### src/rtl/gon_pkg.sv
// Shared types and default sizing for the GON tag scheduler.
package gon_pkg;

    localparam int GON_ID_SIZE  = 8;
    localparam int GON_NUM_DST  = 6;
    localparam int GON_LEN_BITS = 16;

    typedef enum logic [1:0] {
        IDLE = 2'd0,
        CFG  = 2'd1,
        RUN  = 2'd2,
        DONE = 2'd3
    } gon_sched_state_e;

endpackage

### src/rtl/gon_tag_scheduler.sv
// GON bus sequencer: sweeps per-destination IDs into the multicast controllers,
// then forwards tagged jobs of exactly len source beats onto the shared bus.
module gon_tag_scheduler
    import gon_pkg::*;
#(
    parameter int ID_SIZE  = GON_ID_SIZE,
    parameter int NUM_DST  = GON_NUM_DST,
    parameter int LEN_BITS = GON_LEN_BITS
) (
    input  logic                       clk,
    input  logic                       rst,
    input  logic                       cfg_start,
    input  logic [NUM_DST*ID_SIZE-1:0] cfg_ids,
    output logic [NUM_DST-1:0]         set_id,
    output logic [ID_SIZE-1:0]         id_in,
    input  logic                       job_valid,
    output logic                       job_ready,
    input  logic [ID_SIZE-1:0]         job_tag,
    input  logic [LEN_BITS-1:0]        job_len,
    input  logic                       src_valid,
    output logic                       src_ready,
    output logic                       bus_valid,
    input  logic                       bus_ready,
    output logic [ID_SIZE-1:0]         tag,
    output logic                       busy,
    output logic                       job_done
);

    localparam int                 IDX_W    = (NUM_DST > 1) ? $clog2(NUM_DST) : 1;
    localparam logic [IDX_W-1:0]   IDX_LAST = IDX_W'(NUM_DST - 1);
    localparam logic [NUM_DST-1:0] ONE_HOT0 = NUM_DST'(1);

    gon_sched_state_e           state_r, state_nx;
    logic [IDX_W-1:0]           idx_r, idx_nx;
    logic [LEN_BITS-1:0]        cnt_r, cnt_nx;
    logic [LEN_BITS-1:0]        len_r, len_nx;
    logic [NUM_DST*ID_SIZE-1:0] cfg_lat_r, cfg_lat_nx;
    logic [NUM_DST-1:0]         set_id_r, set_id_nx;
    logic [ID_SIZE-1:0]         id_in_r, id_in_nx;
    logic [ID_SIZE-1:0]         tag_r, tag_nx;
    logic                       job_done_r, job_done_nx;
    logic                       beat_s;

    // The beat gate only opens in RUN, so nothing leaks past the last beat.
    assign beat_s    = (state_r == RUN) && src_valid && bus_ready;
    assign bus_valid = (state_r == RUN) && src_valid;
    assign src_ready = (state_r == RUN) && bus_ready;
    assign job_ready = (state_r == IDLE) && !cfg_start && !rst;
    assign busy      = (state_r != IDLE);
    assign set_id    = set_id_r;
    assign id_in     = id_in_r;
    assign tag       = tag_r;
    assign job_done  = job_done_r;

    // Next-state and next registered-output logic.
    always_comb begin
        state_nx    = state_r;
        idx_nx      = idx_r;
        cnt_nx      = cnt_r;
        len_nx      = len_r;
        cfg_lat_nx  = cfg_lat_r;
        set_id_nx   = '0;
        id_in_nx    = '0;
        tag_nx      = tag_r;
        job_done_nx = 1'b0;
        case (state_r)
            IDLE: begin
                if (cfg_start) begin
                    state_nx   = CFG;
                    cfg_lat_nx = cfg_ids;
                    idx_nx     = '0;
                    set_id_nx  = ONE_HOT0;
                    id_in_nx   = cfg_ids[0 +: ID_SIZE];
                end else if (job_valid) begin
                    tag_nx = job_tag;
                    len_nx = job_len;
                    cnt_nx = '0;
                    if (job_len == '0) begin
                        state_nx    = DONE;
                        job_done_nx = 1'b1;
                    end else begin
                        state_nx = RUN;
                    end
                end else begin
                    state_nx = IDLE;
                end
            end
            CFG: begin
                if (idx_r == IDX_LAST) begin
                    state_nx = IDLE;
                end else begin
                    idx_nx    = idx_r + IDX_W'(1);
                    set_id_nx = ONE_HOT0 << idx_nx;
                    id_in_nx  = cfg_lat_r[idx_nx*ID_SIZE +: ID_SIZE];
                end
            end
            RUN: begin
                // Compare before increment so a full-scale length never wraps cnt.
                if (beat_s) begin
                    if (cnt_r == len_r - LEN_BITS'(1)) begin
                        state_nx    = DONE;
                        job_done_nx = 1'b1;
                    end else begin
                        cnt_nx = cnt_r + LEN_BITS'(1);
                    end
                end else begin
                    cnt_nx = cnt_r;
                end
            end
            DONE: begin
                state_nx = IDLE;
            end
            default: begin
                state_nx = IDLE;
            end
        endcase
    end

    // State and registered-output update.
    always_ff @(posedge clk or posedge rst) begin
        if (rst) begin
            state_r    <= IDLE;
            idx_r      <= '0;
            cnt_r      <= '0;
            len_r      <= '0;
            cfg_lat_r  <= '0;
            set_id_r   <= '0;
            id_in_r    <= '0;
            tag_r      <= '0;
            job_done_r <= 1'b0;
        end else begin
            state_r    <= state_nx;
            idx_r      <= idx_nx;
            cnt_r      <= cnt_nx;
            len_r      <= len_nx;
            cfg_lat_r  <= cfg_lat_nx;
            set_id_r   <= set_id_nx;
            id_in_r    <= id_in_nx;
            tag_r      <= tag_nx;
            job_done_r <= job_done_nx;
        end
    end

endmodule

### config.mk
export PLATFORM = sky130hd
export DESIGN_NAME = gon_tag_scheduler
export DESIGN_NICKNAME = d
export VERILOG_FILES = /design/src/rtl/gon_pkg.sv /design/src/rtl/gon_tag_scheduler.sv
export SDC_FILE = /design/constraint.sdc
export NUM_CORES = 1
export LEC_CHECK = 0
export CAP_MARGIN = 0
export CORE_MARGIN = 2
export CORE_UTILIZATION = 52
export DETAILED_ROUTE_END_ITERATION = 8
export PLACE_DENSITY = 0.8
export SETUP_SLACK_MARGIN = 0.4
export SYNTH_ARGS = -nofsm -noshare
export SYNTH_HDL_FRONTEND = slang
export SYNTH_SLANG_ARGS = --single-unit
export TNS_END_PERCENT = 5
### constraint.sdc
create_clock -name clk -period 5.3 [get_ports clk]
set_input_delay 1.59 -clock clk [delete_from_list [all_inputs] [get_ports clk]]
set_output_delay 1.59 -clock clk [all_outputs]
set_load 0.01 [all_outputs]
==> impl_metrics.ini <==
[outcome]
status = finished, final reports clean

[worst_setup_path]
cp.arrival_ps = 3050
crit_type = primary input to primary output
crit_family = buffers and inverters
worstRegToRegCells = 10
path_common_cell = clkdlybuf4s50_1
crit_buf_inv = 2
r2r-start = len_r[0]$_DFFE_PP0P_
slowest_delay_ps = 600
end_kind = primary output
reg2reg_to = cnt_r[13]$_DFFE_PP0P_
r2r_slack_ps = 2030
path_cells = clkdlybuf4s50_1, nor3_1, clkdlybuf4s50_1
worstPathRequired_ps = 3710
crit_slowest_cell = clkdlybuf4s50_1
startpoint_type = primary input
crit_fanout = 9

[route]
via_count = 4533
vias_per_cell = 5.501
firstDrtPassIters = 5
wl_per_cell_um = 15.43
drt_iter0_markers = 301
drtAntennaViolNets = 0
totalWireLength_mm = 12.72
drc = 0

[place]
gp_congestion = 0.8472
port_buffers = 104
hpwl_mm = 9.181
place_inst = 808

[layout]
layout.nets = 770
drive_gt1_frac = 0.06977
syn_to_final_growth_pct = 24.32
final_common_cell = nand2_1
layout.cells.non_filler = 824
mostFrequentLayoutCells = nand2_1, dfrtp_1, clkdlybuf4s50_1, a21oi_1, o21ai_0
insertedDiodeCount = 0

[die]
fp.dieW_um = 105.7
start_util = 0.5284
io_pins = 105
die_h_um = 105.7
die-area_um2 = 11180
rows = 37
fp.coreArea_um2 = 10180

[sta]
period_share = 0.8750
finalHoldViolations = 0
worstMarginPinSlew_ps = 1128
max_freq_mhz = 215.6
slew_viol_final = 0
tns_ps = 0
fin_skew_ps = 16.83
rsz0062_at_grt = no
slew_headroom = 0.2425
setup_viol = 0
period_needed_ps = 4637

[grt]
grt_max_degree = 53
grt_usage = 0.2409
grt_overflow = 0
antenna_found_initial = 0
grt_pass1_vias = 4469
grt_first_pass_wirelength_mm = 21.31

[clock_network]
cts_buffer_depth = 2
cts.sinks = 108
cts_setup_buffers = 0
cts_made_buffers = 9
cts_root_buffer = clkbuf_8
worstSkewPairLatency_ps = 390
cts.hold.buffers_added = 0
clk_pin_slew_ps = 100
tritoncts = built
cts_max_level = 3
post_cts_resize_count = 0

[power]
vdd_drop_max_mv = 0.2231
p_leak_uw = 0.003131
p_per_area_nw_per_um2 = 488.5

[hold_path]
holdCritPathClass = flip-flop to flip-flop
hold_depth = 2
holdPathEnd = cfg_lat_r[41]$_DFFE_PP0P_
worstHoldStart = cfg_lat_r[41]$_DFFE_PP0P_

[logic_synthesis]
syn_area_um2 = 5381
synthCells = 594
synth_edf_count = 0
async_reset_ff_frac = 1.000
synth_seq_area_share = 0.5022
synth_cell_types = 52
avgSynthCellArea_um2 = 9.060
synth_nets = 681
yosysWarnings = 0
ys.flop_type = dfrtp_1
synth-seq-cells = 108

[job]
cap_violations = 0
## worst max-delay path by stage
stage / startpoint / to / slack [ps] / cells past startpoint
after floorplan: rst / cfg_lat_r[0]$_DFFE_PP0P_ / 860 / 1
after global placement: cfg_start / job_ready / 700 / 3
after detailed placement: cfg_start / job_ready / 680 / 3
after CTS: cfg_start / job_ready / 670 / 3
after global routing: cfg_start / job_ready / 620 / 3
final: cfg_start / job_ready / 660 / 3
## logic make-up after synthesis
kind of cell	after synthesis	synth area share
multiplexers	20	0.05859
flip-flops	108	0.5022
buffers and inverters	42	0.03208
adder cells (fa/ha/maj)	9	0.02093
AND/OR/NAND/NOR	322	0.2639
AO/OA/AOI/OAI	76	0.09463
XOR/XNOR	17	0.02767
## layout make-up
cell class / count / area [um2]
Sequential cell: 108 / 2703
Timing Repair Buffer: 109 / 1079
Multi-Input combinational cell: 444 / 2509
Clock buffer: 9 / 123.9
Clock inverter: 7 / 62.56
Inverter: 11 / 43.79
Fill cell: 845 / 3495
Tap cell: 136 / 170.2
## state kept, by name, summed over array words and instances, names as in the netlist, 2 cells and up
name,flops
set_id,6
state_r,2
cfg_lat_r,48
tag,8
len_r,16
idx_r,3
cnt_r,16
id_in,8
## worst reg2reg max path, delay by kind of cell (launching register included)
family / cells / cell delay, ps
AND/OR/NAND/NOR: 3 / 1370
AO/OA/AOI/OAI: 5 / 940
flip-flops: 1 / 460
adder cells (fa/ha/maj): 1 / 290
buffers and inverters: 1 / 140
## metrics by stage
step                      power (uW)  hold slack (ps)  worst slack [ps]  instance area [um2]  utilization
after detailed placement        2805            458.4             679.6                 6504       0.6386
after global placement          2737            453.0             698.0                 6504       0.6386
final                           3268            479.6             662.7                 6690       0.6569
after floorplan                 2320            440.1             864.4                 5381            -
after global routing            3512            497.4             617.9                 6690       0.6569
after CTS                       3286            483.1             668.6                 6690       0.6569
## report_power, final
group	internal (uW)	total [uW]	switching, uW
registers	1140	1400	266
clock network	178	483	305
logic	667	1380	717
total	1980	3270	1290
## Yosys cell counts, drive strengths merged, types with 4 or more instances
library cell	count	area, um2
dfrtp	108	2703
nor3	7	40.04
nand3	12	65.06
o31ai	12	90.09
buf	5	33.78
inv	11	41.29
clkbuf	26	97.59
mux4	8	180.2
a31oi	6	37.54
nand4	6	37.54
xor2	9	78.83
ha	9	112.6
mux2	9	105.1
and3	10	62.56
nand2	237	889.6
or4	7	52.55
a21oi	14	70.07
nor2	12	45.04
nor2b	4	25.02
nor4	6	58.80
and2	7	43.79
o21ai	13	65.06
a22oi	8	60.06
o211ai	6	45.04
xnor2	8	70.07
## layer usage
layer	global-route usage	up-vias	routed length, um
li1	-	2185	-
met1	0.3162	2184	5432
met2	0.3926	146	6359
met3	0.05751	18	651
met4	0.08553	0	271
met5	0	-	0
Power figures use the tool's default switching activity.
